===== src/rtl/alarm_clock_multi_pkg.sv =====
// Shared time types and helpers for the multi-alarm clock.
// Times are hours/minutes pairs; all arithmetic wraps at 24 h.
package clock_pkg;

    localparam int HOURS_W = 6;
    localparam int MIN_W   = 7;

    typedef struct packed {
        logic [HOURS_W-1:0] hours;
        logic [MIN_W-1:0]   minutes;
    } clk_time_t;

    typedef enum logic [1:0] {
        IDLE    = 2'd0,
        RINGING = 2'd1,
        SNOOZED = 2'd2
    } alarm_state_t;

    function automatic clk_time_t time_add_min(clk_time_t t, int m);
        clk_time_t r;
        int        mm;
        int        hh;
        mm = int'(t.minutes) + (m % 60);
        hh = int'(t.hours) + ((m / 60) % 24);
        if (mm >= 60) begin
            mm = mm - 60;
            hh = hh + 1;
        end
        if (hh >= 24) hh = hh - 24;
        r.hours   = HOURS_W'(hh);
        r.minutes = MIN_W'(mm);
        return r;
    endfunction

    function automatic logic time_valid(clk_time_t t);
        return (t.hours < HOURS_W'(24)) && (t.minutes < MIN_W'(60));
    endfunction

endpackage


===== src/rtl/alarm_clock_multi_if.sv =====
// Control and status bundle of the multi-alarm clock.
// master drives set/alarm/ack/snooze, slave drives time and alarm status.
interface alarm_clock_multi_if #(
    parameter int NUM_ALARMS = 4
);
    import clock_pkg::*;

    localparam int IDX_W = (NUM_ALARMS > 1) ? $clog2(NUM_ALARMS) : 1;

    logic               set_valid;
    logic [HOURS_W-1:0] set_hours;
    logic [MIN_W-1:0]   set_minutes;
    logic               alm_wr;
    logic [IDX_W-1:0]   alm_idx;
    logic               alm_en;
    logic [HOURS_W-1:0] alm_hours;
    logic [MIN_W-1:0]   alm_minutes;
    logic               ack;
    logic               snooze;
    logic [HOURS_W-1:0] hours;
    logic [MIN_W-1:0]   minutes;
    logic               minute_tick;
    logic               alarm_trigger;
    logic [IDX_W-1:0]   alarm_idx;

    modport master (
        output set_valid, set_hours, set_minutes,
        output alm_wr, alm_idx, alm_en, alm_hours, alm_minutes,
        output ack, snooze,
        input  hours, minutes, minute_tick, alarm_trigger, alarm_idx
    );

    modport slave (
        input  set_valid, set_hours, set_minutes,
        input  alm_wr, alm_idx, alm_en, alm_hours, alm_minutes,
        input  ack, snooze,
        output hours, minutes, minute_tick, alarm_trigger, alarm_idx
    );

endinterface


===== src/rtl/alarm_clock_multi_channel.sv =====
// One alarm channel: enable, target time, ring/snooze FSM.
// Snooze state and target exist only when SNOOZE_EN is defined.
module alarm_channel
    import clock_pkg::*;
#(
    parameter int SNOOZE_MIN = 5,
    parameter int RING_MIN   = 1
) (
    input  logic      clk,
    input  logic      rst,
    input  logic      wr,
    input  logic      wr_en,
    input  clk_time_t wr_time,
    input  clk_time_t now,
    input  logic      time_upd,
    input  logic      tick,
    input  logic      ack,
    input  logic      snooze,
    output logic      ringing
);

    localparam int RC_W = $clog2(RING_MIN + 1);

    logic             en;
    clk_time_t        alarm_t;
    alarm_state_t     state;
    logic [RC_W-1:0]  ring_cnt;
    logic             hit_alarm;
    logic             ring_done;

    // A match needs a fresh time value, so a held time never re-fires.
    assign hit_alarm = time_upd && (now == alarm_t);
    assign ring_done = tick && (ring_cnt == RC_W'(RING_MIN - 1));

`ifdef SNOOZE_EN
    clk_time_t snz_t;
    logic      hit_snz;
    assign hit_snz = time_upd && (now == snz_t);
`else
    logic unused_snooze;
    assign unused_snooze = snooze;
`endif

    always_ff @(posedge clk or posedge rst) begin
        if (rst) begin
            en       <= 1'b0;
            alarm_t  <= '0;
            state    <= IDLE;
            ring_cnt <= '0;
`ifdef SNOOZE_EN
            snz_t    <= '0;
`endif
        end else if (wr) begin
            en       <= wr_en;
            alarm_t  <= wr_time;
            state    <= IDLE;
            ring_cnt <= '0;
        end else begin
            case (state)
                IDLE: begin
                    if (en && hit_alarm) begin
                        state    <= RINGING;
                        ring_cnt <= '0;
                    end
                end
                RINGING: begin
                    if (ack) begin
                        state <= IDLE;
`ifdef SNOOZE_EN
                    end else if (snooze) begin
                        state <= SNOOZED;
                        snz_t <= time_add_min(now, SNOOZE_MIN);
`endif
                    end else if (ring_done) begin
                        state <= IDLE;
                    end else if (tick) begin
                        ring_cnt <= ring_cnt + 1'b1;
                    end
                end
`ifdef SNOOZE_EN
                SNOOZED: begin
                    // Match wins over a same-cycle ack.
                    if (hit_snz) begin
                        state    <= RINGING;
                        ring_cnt <= '0;
                    end else if (ack) begin
                        state <= IDLE;
                    end
                end
`endif
                default: state <= IDLE;
            endcase
        end
    end

    assign ringing = (state == RINGING);

endmodule


===== src/rtl/alarm_clock_multi.sv =====
// 24 h clock with NUM_ALARMS independent alarm channels.
// Define SNOOZE_EN to build the snooze input and SNOOZED state.
module alarm_clock_multi
    import clock_pkg::*;
#(
    parameter int TICK_COUNT_MAX = 100000000,
    parameter int NUM_ALARMS     = 4,
    parameter int SNOOZE_MIN     = 5,
    parameter int RING_MIN       = 1
) (
    input logic          clk,
    input logic          rst,
    alarm_clock_multi_if.slave bus
);

    localparam int IDX_W = (NUM_ALARMS > 1) ? $clog2(NUM_ALARMS) : 1;
    localparam int CNT_W = (TICK_COUNT_MAX > 1) ? $clog2(TICK_COUNT_MAX) : 1;

    clk_time_t             now;
    clk_time_t             set_t;
    clk_time_t             alm_t;
    logic [CNT_W-1:0]      cnt;
    logic                  time_upd;
    logic                  set_ok;
    logic                  tc;
    logic                  tick;
    logic                  wr_ok;
    logic [NUM_ALARMS-1:0] ringing;
    logic [IDX_W-1:0]      idx;

    assign set_t  = {bus.set_hours, bus.set_minutes};
    assign alm_t  = {bus.alm_hours, bus.alm_minutes};
    assign set_ok = bus.set_valid && time_valid(set_t);
    assign tc     = (cnt == CNT_W'(TICK_COUNT_MAX - 1));
    // A valid set overrides the terminal count, so no tick is reported.
    assign tick   = tc && !set_ok && !rst;
    assign wr_ok  = bus.alm_wr && time_valid(alm_t)
                    && (int'(bus.alm_idx) < NUM_ALARMS);

    always_ff @(posedge clk or posedge rst) begin
        if (rst) begin
            cnt      <= '0;
            now      <= '0;
            time_upd <= 1'b0;
        end else begin
            time_upd <= set_ok || tick;
            if (set_ok) begin
                cnt <= '0;
                now <= set_t;
            end else if (tc) begin
                cnt <= '0;
                now <= time_add_min(now, 1);
            end else begin
                cnt <= cnt + 1'b1;
            end
        end
    end

    for (genvar i = 0; i < NUM_ALARMS; i++) begin : g_ch
        alarm_channel #(
            .SNOOZE_MIN (SNOOZE_MIN),
            .RING_MIN   (RING_MIN)
        ) u_ch (
            .clk      (clk),
            .rst      (rst),
            .wr       (wr_ok && (bus.alm_idx == IDX_W'(i))),
            .wr_en    (bus.alm_en),
            .wr_time  (alm_t),
            .now      (now),
            .time_upd (time_upd),
            .tick     (tick),
            .ack      (bus.ack),
            .snooze   (bus.snooze),
            .ringing  (ringing[i])
        );
    end

    always_comb begin
        idx = '0;
        for (int i = NUM_ALARMS - 1; i >= 0; i--) begin
            if (ringing[i]) idx = IDX_W'(i);
        end
    end

    assign bus.hours         = now.hours;
    assign bus.minutes       = now.minutes;
    assign bus.minute_tick   = tick;
    assign bus.alarm_trigger = |ringing;
    assign bus.alarm_idx     = idx;

endmodule

===== src/flat_wrapper.sv =====
// flat-port wrapper written by rule: the top's interface ports become plain ports
module alarm_clock_multi_flat import clock_pkg::*;
#(
    parameter int TICK_COUNT_MAX = 100000000,
    parameter int NUM_ALARMS     = 4,
    parameter int SNOOZE_MIN     = 5,
    parameter int RING_MIN       = 1
)
  (clk, rst, bus_set_valid, bus_set_hours, bus_set_minutes, bus_alm_wr, bus_alm_idx, bus_alm_en, bus_alm_hours, bus_alm_minutes, bus_ack, bus_snooze, bus_hours, bus_minutes, bus_minute_tick, bus_alarm_trigger, bus_alarm_idx);
  alarm_clock_multi_if #(.NUM_ALARMS(NUM_ALARMS)) bus_i ();
  input logic clk;
  input logic rst;
  input wire logic [$bits(bus_i.set_valid)-1:0] bus_set_valid;
  input wire logic [$bits(bus_i.set_hours)-1:0] bus_set_hours;
  input wire logic [$bits(bus_i.set_minutes)-1:0] bus_set_minutes;
  input wire logic [$bits(bus_i.alm_wr)-1:0] bus_alm_wr;
  input wire logic [$bits(bus_i.alm_idx)-1:0] bus_alm_idx;
  input wire logic [$bits(bus_i.alm_en)-1:0] bus_alm_en;
  input wire logic [$bits(bus_i.alm_hours)-1:0] bus_alm_hours;
  input wire logic [$bits(bus_i.alm_minutes)-1:0] bus_alm_minutes;
  input wire logic [$bits(bus_i.ack)-1:0] bus_ack;
  input wire logic [$bits(bus_i.snooze)-1:0] bus_snooze;
  output wire logic [$bits(bus_i.hours)-1:0] bus_hours;
  output wire logic [$bits(bus_i.minutes)-1:0] bus_minutes;
  output wire logic [$bits(bus_i.minute_tick)-1:0] bus_minute_tick;
  output wire logic [$bits(bus_i.alarm_trigger)-1:0] bus_alarm_trigger;
  output wire logic [$bits(bus_i.alarm_idx)-1:0] bus_alarm_idx;
  assign bus_i.set_valid = bus_set_valid;
  assign bus_i.set_hours = bus_set_hours;
  assign bus_i.set_minutes = bus_set_minutes;
  assign bus_i.alm_wr = bus_alm_wr;
  assign bus_i.alm_idx = bus_alm_idx;
  assign bus_i.alm_en = bus_alm_en;
  assign bus_i.alm_hours = bus_alm_hours;
  assign bus_i.alm_minutes = bus_alm_minutes;
  assign bus_i.ack = bus_ack;
  assign bus_i.snooze = bus_snooze;
  assign bus_hours = bus_i.hours;
  assign bus_minutes = bus_i.minutes;
  assign bus_minute_tick = bus_i.minute_tick;
  assign bus_alarm_trigger = bus_i.alarm_trigger;
  assign bus_alarm_idx = bus_i.alarm_idx;
  alarm_clock_multi #(.TICK_COUNT_MAX(TICK_COUNT_MAX), .NUM_ALARMS(NUM_ALARMS), .SNOOZE_MIN(SNOOZE_MIN), .RING_MIN(RING_MIN)) u_core (.clk(clk), .rst(rst), .bus(bus_i));
endmodule

===== config.mk =====
export PLATFORM = sky130hd
export DESIGN_NAME = alarm_clock_multi_flat
export DESIGN_NICKNAME = d
export VERILOG_FILES = /design/src/rtl/alarm_clock_multi_pkg.sv /design/src/rtl/alarm_clock_multi_if.sv /design/src/rtl/alarm_clock_multi_channel.sv /design/src/rtl/alarm_clock_multi.sv /design/src/flat_wrapper.sv
export SDC_FILE = /design/constraint.sdc
export NUM_CORES = 1
export LEC_CHECK = 0
export CAP_MARGIN = 15
export CORE_ASPECT_RATIO = 1.5
export CORE_MARGIN = 2
export CORE_UTILIZATION = 40
export DETAILED_ROUTE_END_ITERATION = 10
export SYNTH_ARGS = -nofsm -noshare
export SYNTH_HDL_FRONTEND = slang
export SYNTH_HIERARCHICAL = 1
export SYNTH_SLANG_ARGS = --single-unit

===== constraint.sdc =====
create_clock -name clk -period 6.6 [get_ports clk]
set_input_delay 0.99 -clock clk [delete_from_list [all_inputs] [get_ports clk]]
set_output_delay 0.99 -clock clk [all_outputs]
set_load 0.05 [all_outputs]

==> results of run 1 <==
-- Yosys cell counts, drive strengths merged (6+ instances only) --
cell / instances
a21oi: 16
xnor2: 17
xor2: 72
mux2i: 6
buf: 13
nand2: 39
nor4: 15
mux2: 59
nor3: 12
dfrtp: 105
and3: 8
nor2: 49
o21ai: 15
inv: 22
nand4: 15
nand3: 22
-- cell families after synthesis --
kind of cell / Yosys count / synth area share, %
adder cells (fa/ha/maj): 5 / 1.114
XOR/XNOR: 89 / 13.88
AND/OR/NAND/NOR: 171 / 15.91
AO/OA/AOI/OAI: 49 / 5.970
multiplexers: 65 / 13.03
buffers and inverters: 39 / 3.319
flip-flops: 105 / 46.78
-- worst max-delay path, delay by kind of cell --
family / cells / cell delay, ps
buffers and inverters: 2 / 1460
and+or+nand+nor: 3 / 1410
-- how the worst max path moves through the flow --
stage	endpoint	slack, ps	start	cells past startpoint
2_1_floorplan	bus_minute_tick	2820	bus_set_minutes[2]	4
3_3_place_gp	bus_minute_tick	1760	bus_set_minutes[4]	5
3_5_place_dp	bus_minute_tick	1730	bus_set_minutes[4]	5
4_1_cts	bus_minute_tick	1720	bus_set_minutes[4]	5
5_1_grt	bus_minute_tick	1610	bus_set_minutes[5]	5
6_report	bus_minute_tick	1730	bus_set_minutes[4]	5
-- per-layer routing --
layer  up-vias  wire [um]  share of wire (%)  track usage, %
met4         0        357                2.8           7.671
met1      1967       5527                 43           21.78
li1       1909          -                  -               -
met3        19        348                2.7           2.530
met5         -          0                  0               0
met2        64       6493                 51           30.90
-- flip-flops by register name, indices dropped and copies added, names as in the netlist --
name and count:
u_core/bus.hours 6, u_core/bus.minutes 7, u_core/cnt 27, u_core/g_ch.u_ch/alarm_t 52
u_core/g_ch.u_ch/en 4, u_core/g_ch.u_ch/ring_cnt 4, u_core/g_ch.u_ch/state 4, u_core/time_upd 1
-- final cells by class --
type,count,area share [%]
multi-input cells,379,42.58
flip-flops and latches,105,39.78
well taps,165,3.126
inverters,22,1.250
clock buffers,9,3.410
repair buffers,54,8.032
clock inverters,7,1.819
-- power breakdown --
part | internal, mW | switching [mW] | total, mW
registers | 0.753 | 0.135 | 0.888
clock network | 0.343 | 0.263 | 0.607
logic | 0.218 | 0.222 | 0.440
==> out/results.txt, run 1 <==
Post-synthesis area per instance = 10.74 um^2
CP most frequent cell = clkdlybuf4s50_1
Clk_lat worst skew = 360 ps
Avg Vias per Cell = 5.343
Slew headroom = 39.83%
Synth Instances = 523
CTS root buffer = clkbuf_16
Worst slew pin tran = 895.7 ps
Layout cell share with drive strength beyond 1 = 16.67%
Crit-path max FO = 21
Clk sinks = 105
Total GRT Usage = 17.79%
Final count of negative-setup-slack endpoints = 0
Initial core utilization = 40.53%
Worst Path Arrival = 3880 ps
Crit. End Element = output pin
Finished Cell Area = 6605 um^2
Syn nets = 563
Synth area leader = dfrtp_1
YS warnings = 6
Hold Path Class = reg -> reg
Wire per inst = 17.17 um
Cell area after synthesis = 5617 um^2
Final worst slack = 1732 ps
Drt pass-1 iters = 4
#FFs+latches synth = 105
Leak Pwr = 2.913 nW
Critical path class = in -> out
Post-place setup slack = 1731 ps
Critical R2R Capture = u_core/bus.hours[5]
CTS tree = done
Post-CTS setup buffer count = 0
Filler cells = 1263
Top-area cell type share of the netlist area = 46.78%
Vias = 3959
Post-synth EDFFs = 0
Final WL = 12730 um
Io pins = 52
Vias in the first global route = 4029
Distinct cell type count after synthesis = 46
Num rows = 53
Cts repair resizes = 0
Startpoint Class = input pin
Worst r2r path cells = 11
Core area = 13860 um^2
Routability cong. = 0.8272
Post-synth top flop = dfrtp_1
CTS Hold Buffers Added = 0
Area grow syn2layout = 17.60%
Sequential share of the synthesized area = 46.78%
Worst r2r src = u_core/bus.minutes[1]
Power Dens Cells = 292.9 nW/um^2
Number of CTS-inserted buffers = 9
Setup Total Neg Slack = 0 ps
Hold-critical path depth = 1
Post-place instance area = 6260 um^2
DRT iter0 DRCs = 86
Hold Path Sink = u_core/cnt[0]
Most frequent cells in the layout = dfrtp_1 (105), xor2_1 (72), mux2_2 (57), clkdlybuf4s50_1 (50), nor2_1 (47)
Initial antenna violation count = 0
Peak supply drop = 0.0001781 V
Hold Fails Final Rpt = 0
CP max stage cell = clkdlybuf4s50_1
Tmin final = 4868 ps
First-pass GRT wire length = 20620 um
Reg2Reg Setup Slack = 3390 ps
Die H = 149.1 um
DRC viols = 0
Tcrit/Tclk final = 73.76%
Post-DP HPWL = 9318 um
Clock skew = 16.70 ps
Multi-input logic area = 2813 um^2
ANT nets after route = 0
Ant diodes = 0
Die W = 100.8 um
Total power = 1.934 mW
Maxcap violations = 0
Longest Clk Path Bufs = 2
Clk slew on worst S/H paths = 80 ps
Max Freq = 0.2054 GHz
CTS H-tree depth = 3
Die Area = 15020 um^2
Hold path startpoint = u_core/cnt[0]
Crit path largest cell delay = 950 ps
Slew Limit Fails = 0
Worst Path Required = 5610 ps
Post-synth ARST share = 100.0%
Crit path cell chain = clkdlybuf4s50_1 > nand4_1 > and4_1 > nor3_1 > clkdlybuf4s50_1
RSZ-0062 raised after global routing = no
Commonest non-fill, non-tap cell in the layout = dfrtp_1
Layout Utilization = 47.66%
Outcome = finished, final reports clean
Synth top area cells = dfrtp_1 (47%), mux2_2 (11%), xor2_1 (11%)
Cells after DPL = 725
Register Area = 2628 um^2
Fin cells = 741
Layout Nets = 611
Overflow left after global routing = 0
Port Buffer Count = 50
Largest net degree at the start of global routing = 42
Hold Worst Slack = 505.9 ps
Power figures use the tool's default switching activity.
==> inputs of run 2 (changes only) <==
clock period = 5.01 ns   (was 6.6 ns; I/O delays follow)
==> run 2 against run 1 <==
Effect of this change: via count up 1.4%; final area shrank 0.13%; count of clock-buffer cells in the layout increased by 1; combinational power rose by 32%; utilization shrank 0.063 points.
==> out/results.txt, run 2 (synthesized netlist as in run 1, its figures left out) <==
Outcome = finished, final reports clean (unchanged)
Crit-path max FO = 5 (was 21)
Worst Path Arrival = 3160 ps (was 3880 ps)
Setup Total Neg Slack = 0 ps (unchanged)
Layout cell share with drive strength beyond 1 = 16.78% (was 16.67%)
DRT iter0 DRCs = 113 (was 86)
Clk slew on worst S/H paths = 70 ps (was 80 ps)
Overflow left after global routing = 0 (unchanged)
Net Sw Frac = 31.17% (was 32.05%)
Cell Int Power = 1.721 mW (was 1.314 mW)
Largest net degree at the start of global routing = 42 (unchanged)
Power Dens Cells = 379.0 nW/um^2 (was 292.9 nW/um^2)
Commonest non-fill, non-tap cell in the layout = dfrtp_1 (unchanged)
Die Area = 15020 um^2 (unchanged)
Most frequent cells in the layout = dfrtp_1 (105), xor2_1 (72), mux2_2 (57), clkdlybuf4s50_1 (50), nor2_1 (47) (unchanged)
Clock skew = 8.773 ps (was 16.70 ps)
Startpoint Class = flip-flop (was input pin)
Die W = 100.8 um (unchanged)
Tmin final = 3915 ps
Critical R2R Capture = u_core/bus.hours[5] (unchanged)
Final WL = 12830 um (was 12730 um)
Number of CTS-inserted buffers = 9 (unchanged)
Filler cells = 1278 (was 1263)
Reg2Reg Setup Slack = 1750 ps (was 3390 ps)
Post-place instance area = 6275 um^2 (was 6260 um^2)
Die H = 149.1 um (unchanged)
Peak supply drop = 0.0001817 V (was 0.0001781 V)
Core area = 13860 um^2 (unchanged)
Hold Fails Final Rpt = 0 (unchanged)
Post-CTS setup buffer count = 0 (unchanged)
CTS root buffer = clkbuf_16 (unchanged)
Sw Pwr = 779.3 uW (was 620.0 uW)
Num rows = 53 (unchanged)
Initial antenna violation count = 0 (unchanged)
Hold Path Class = reg -> reg (unchanged)
Clk sinks = 105 (unchanged)
Worst path bufs/invs = 2 (unchanged)
CTS tree = done (unchanged)
Max Freq = 0.2555 GHz
Clock share of power = 29.9% (was 31.4%)
Crit path cell chain = ha_1 > nand3_2 > nor2_2 > nand2_1 > or4_1 > nor3_1 > buf_4 > clkdlybuf4s50_1 (was clkdlybuf4s50_1 > nand4_1 > and4_1 > nor3_1 > clkdlybuf4s50_1)
Area grow syn2layout = 17.44% (was 17.60%)
CTS Hold Buffers Added = 0 (unchanged)
Wire per inst = 17.26 um (was 17.17 um)
Tcrit/Tclk final = 78.14%
Port Buffer Count = 50 (unchanged)
Worst r2r src = u_core/bus.minutes[1] (unchanged)
Hold-critical path depth = 1 (unchanged)
Avg Vias per Cell = 5.404 (was 5.343)
Final count of negative-setup-slack endpoints = 0 (unchanged)
Initial core utilization = 40.53% (unchanged)
Cts repair resizes = 0 (unchanged)
Clk_lat worst skew = 340 ps (was 360 ps)
Io pins = 52 (unchanged)
Post-DP HPWL = 9505 um (was 9318 um)
Routability cong. = 0.8650 (was 0.8272)
ANT nets after route = 0 (unchanged)
Sequential power share = 46.7% (was 45.9%)
Drt pass-1 iters = 4 (unchanged)
Critical path class = reg -> out (was in -> out)
Max reg flops = 52 (unchanged)
Total GRT Usage = 18.32% (was 17.79%)
RSZ-0062 raised after global routing = no (unchanged)
Maxcap violations = 0 (unchanged)
Largest Register = u_core/g_ch.u_ch/alarm_t (unchanged)
Setup crit start = u_core/cnt[0] (was bus_set_minutes[4])
Finished Cell Area = 6596 um^2 (was 6605 um^2)
Layout Nets = 613 (was 611)
Longest Clk Path Bufs = 2 (unchanged)
Slew Limit Fails = 0 (unchanged)
CP max stage cell = clkdlybuf4s50_1 (unchanged)
Leak Pwr = 2.909 nW (was 2.913 nW)
Critical path endpoint = bus_minute_tick (unchanged)
Worst Path Required = 4260 ps (was 5610 ps)
Worst r2r path cells = 11 (unchanged)
Slew headroom = 42.07% (was 39.83%)
Vias in the first global route = 4098 (was 4029)
Crit path largest cell delay = 800 ps (was 950 ps)
CTS H-tree depth = 3 (unchanged)
Ant diodes = 0 (unchanged)
CP top delay family = simple AND/OR/NAND/NOR gates (was buffers and inverters)
WP depth = 8 (was 5)
Crit. End Element = output pin (unchanged)
First-pass GRT wire length = 21220 um (was 20620 um)
DRC viols = 0 (unchanged)
Comb power frac = 23.3% (was 22.7%)
Worst slew pin tran = 866.9 ps (was 895.7 ps)
Vias = 4015 (was 3959)
run 2: power groups by stage:
stage / Sequential (mW) / Combinational [mW] / Clock [mW]
after detailed placement: 1.19 / 0.586 / 0
after CTS: 1.17 / 0.589 / 0.769
after global routing: 1.19 / 0.641 / 0.811
after floorplan: 1.19 / 0.389 / 0
after global placement: 1.18 / 0.572 / 0
final: 1.17 / 0.583 / 0.749
run 2: how the worst min path moves through the flow:
stage                     to          start  slack [ps]
3_5_place_dp   u_core/cnt[0]  u_core/cnt[0]         480
5_1_grt        u_core/cnt[0]  u_core/cnt[0]         520
3_3_place_gp   u_core/cnt[0]  u_core/cnt[0]         470
2_1_floorplan  u_core/cnt[0]  u_core/cnt[0]         450
4_1_cts        u_core/cnt[0]  u_core/cnt[0]         490
6_report       u_core/cnt[0]  u_core/cnt[0]         480
run 2: area by class of cell:
cell class | count | area (um^2) | share of cell area, %
Multi-Input combinational cell | 379 | 2813 | 42.64
Sequential cell | 105 | 2628 | 39.83
Timing Repair Buffer | 56 | 545.5 | 8.270
Clock buffer | 10 | 229.0 | 3.471
Tap cell | 165 | 206.4 | 3.130
Clock inverter | 6 | 92.59 | 1.404
Inverter | 22 | 82.58 | 1.252
run 2: metrics by stage:
| stage | utilization (%) | cells | power [mW] | setup slack, ps | hold WS [ps] |
|---|---|---|---|---|---|
| 6_report | 47.59 | 743 | 2.500 | 1095 | 483.8 |
| 5_1_grt | 47.59 | 743 | 2.646 | 941.6 | 517.3 |
| 3_3_place_gp | 45.27 | 727 | 1.751 | 1405 | 467.8 |
| 3_5_place_dp | 45.27 | 727 | 1.774 | 1400 | 479.5 |
| 2_1_floorplan | - | 523 | 1.583 | 1512 | 454.7 |
| 4_1_cts | 47.59 | 743 | 2.530 | 1064 | 488.8 |
run 2: per-layer routing:
metal / GRT usage [%] / up-vias / wire, um
met4: 6.644 / 0 / 318
met1: 21.74 / 2023 / 5289
met5: 0 / - / 0
met3: 3.843 / 19 / 340
met2: 32.30 / 60 / 6879
li1: - / 1913 / -
==> inputs of run 3 (changes only) <==
clock period = 4 ns   (was 5.01 ns; I/O delays follow)
==> run 3 against run 2 <==
Effect of this change: via count up 0.82%; clock power up 11%; non-clock buffer count up 2; sequential share of layout area up 0.24 points; critical path type is now reg -> reg; clock skew up 2.1 ps; register-to-register slack worse by 1100 ps; first-iteration DRC count up 13%; largest power group unchanged.
==> out/results.txt, run 3 (synthesized netlist as in run 1, its figures left out) <==
Die W = 100.8 um (unchanged)
Io pins = 52 (unchanged)
RSZ-0062 raised after global routing = no (unchanged)
Largest net degree at the start of global routing = 42 (unchanged)
Filler cells = 1270 (was 1278)
Overflow left after global routing = 0 (unchanged)
Avg Vias per Cell = 5.441 (was 5.404)
Critical path class = reg -> reg (was reg -> out)
Vias in the first global route = 4159 (was 4098)
Total GRT Usage = 18.32% (about the same)
Routability cong. = 0.8295 (was 0.8650)
Worst slew pin tran = 939.3 ps (was 866.9 ps)
Hold path startpoint = u_core/cnt[0] (unchanged)
Area grow syn2layout = 16.73% (was 17.44%)
Initial antenna violation count = 0 (unchanged)
Worst r2r src = u_core/bus.minutes[1] (unchanged)
ANT nets after route = 0 (unchanged)
Clk sinks = 105 (unchanged)
Setup crit start = u_core/bus.minutes[1] (was u_core/cnt[0])
Port Buffer Count = 50 (unchanged)
Clk_lat worst skew = 350 ps (was 340 ps)
Commonest non-fill, non-tap cell in the layout = dfrtp_1 (unchanged)
Layout Utilization = 47.31% (was 47.59%)
Layout Nets = 615 (was 613)
Wire per inst = 17.58 um (was 17.26 um)
Cell Int Power = 2.032 mW (was 1.721 mW)
DRC viols = 0 (unchanged)
Tcrit/Tclk final = 83.20%
DRT iter0 DRCs = 128 (was 113)
Final WL = 13080 um (was 12830 um)
Cts repair resizes = 0 (unchanged)
Hold Path Class = reg -> reg (unchanged)
Core area = 13860 um^2 (unchanged)
Clock share of power = 27.4% (was 29.9%)
CTS tree = done (unchanged)
Drt pass-1 iters = 5 (was 4)
Setup Total Neg Slack = 0 ps (unchanged)
Clock skew = 10.92 ps (was 8.773 ps)
Tmin final = 3328 ps
Number of CTS-inserted buffers = 9 (unchanged)
Sequential power share = 48.1% (was 46.7%)
Die H = 149.1 um (unchanged)
Leak Pwr = 2.905 nW (was 2.909 nW)
Startpoint Class = flip-flop (unchanged)
Net Sw Frac = 32.99% (was 31.17%)
CTS root buffer = clkbuf_16 (unchanged)
Worst Path Arrival = 3580 ps (was 3160 ps)
Sw Pwr = 1.000 mW (was 779.3 uW)
Max Freq = 0.3005 GHz
Outcome = finished, final reports clean (unchanged)
Num rows = 53 (unchanged)
Vias = 4048 (was 4015)
Longest Clk Path Bufs = 2 (unchanged)
Clk slew on worst S/H paths = 70 ps (about the same)
Comb power frac = 24.5% (was 23.3%)
Maxcap violations = 0 (unchanged)
First-pass GRT wire length = 21180 um (was 21220 um)
CTS Hold Buffers Added = 0 (unchanged)
CTS H-tree depth = 3 (unchanged)
Power Dens Cells = 462.5 nW/um^2 (was 379.0 nW/um^2)
Die Area = 15020 um^2 (unchanged)
Hold Fails Final Rpt = 0 (unchanged)
Post-DP HPWL = 9531 um (was 9505 um)
Initial core utilization = 40.53% (unchanged)
Max reg flops = 52 (unchanged)
Peak supply drop = 0.0001996 V (was 0.0001817 V)
Final count of negative-setup-slack endpoints = 0 (unchanged)
Most frequent cells in the layout = dfrtp_1 (105), xor2_1 (72), mux2_2 (57), clkdlybuf4s50_1 (49), nor2_1 (47) (was dfrtp_1 (105), xor2_1 (72), mux2_2 (57), clkdlybuf4s50_1 (50), nor2_1 (47))
Crit. End Element = flip-flop (was output pin)
Slew headroom = 36.80% (was 42.07%)
Worst Path Required = 4250 ps (was 4260 ps)
Largest Register = u_core/g_ch.u_ch/alarm_t (unchanged)
Slew Limit Fails = 0 (unchanged)
Crit-path max FO = 11 (was 5)
Post-CTS setup buffer count = 0 (unchanged)
Layout cell share with drive strength beyond 1 = 17.10% (was 16.78%)
Ant diodes = 0 (unchanged)
==> run 3: worst max-delay path, stage by stage, from the launching register on <==
cell and delay (ps):
dfrtp_1 690, ha_1 460, a21o_1 140, a31oi_1 120, o31ai_1 510, a21oi_1 170
xnor2_1 320, inv_1 90, ha_1 210, xor2_1 170, xnor2_1 160, o31ai_1 200
==> run 3: path summary, 6_finish.rpt <==
kind | end | cells after the start | slack (ps)
max in group asynchronous | u_core/g_ch[2].u_ch/alarm_t[11] | 2 | 2620
max | u_core/bus.hours[5] | 11 | 670
min in group asynchronous | u_core/g_ch[0].u_ch/alarm_t[1] | 2 | 850
max reg2reg | u_core/bus.hours[5] | 11 | 670
min reg2reg | u_core/cnt[0] | 1 | 480
min | u_core/cnt[0] | 1 | 480
==> run 3: metal layers <==
layer	part of all wire (%)	vias up	track usage, %
li1	-	1914	-
met1	42	2020	21.80
met2	51	91	31.67
met3	3.3	23	3.608
met4	3.6	0	8.082
met5	0	-	0
==> run 3: cell type report <==
| class | instances | area (um^2) | share of cell area [%] |
|---|---|---|---|
| Clock buffer | 10 | 229.0 | 3.492 |
| Clock inverter | 5 | 40.04 | 0.6107 |
| Inverter | 22 | 82.58 | 1.260 |
| Multi-Input combinational cell | 379 | 2813 | 42.90 |
| Sequential cell | 105 | 2628 | 40.08 |
| Tap cell | 165 | 206.4 | 3.149 |
| Timing Repair Buffer | 58 | 558.0 | 8.511 |
==> run 3: power by group through the flow <==
stage | clock [mW] | combinational, mW | sequential [mW]
floorplan | 0 | 0.487 | 1.50
global placement | 0 | 0.731 | 1.47
detailed placement | 0 | 0.748 | 1.48
CTS | 0.855 | 0.751 | 1.46
global route | 0.894 | 0.816 | 1.49
finish | 0.831 | 0.744 | 1.46
==> run 3: through the flow <==
stage | power [mW] | worst slack, ps | instance area [um^2] | hold slack [ps] | std cells
2_1_floorplan | 1.983 | 611.4 | 5617 | 454.7 | 523
3_3_place_gp | 2.197 | 840.9 | 6287 | 471.9 | 729
3_5_place_dp | 2.224 | 709.4 | 6287 | 477.6 | 729
4_1_cts | 3.062 | 679.4 | 6556 | 487.4 | 744
5_1_grt | 3.195 | 389.5 | 6556 | 522.8 | 744
6_report | 3.032 | 671.8 | 6556 | 482.9 | 744
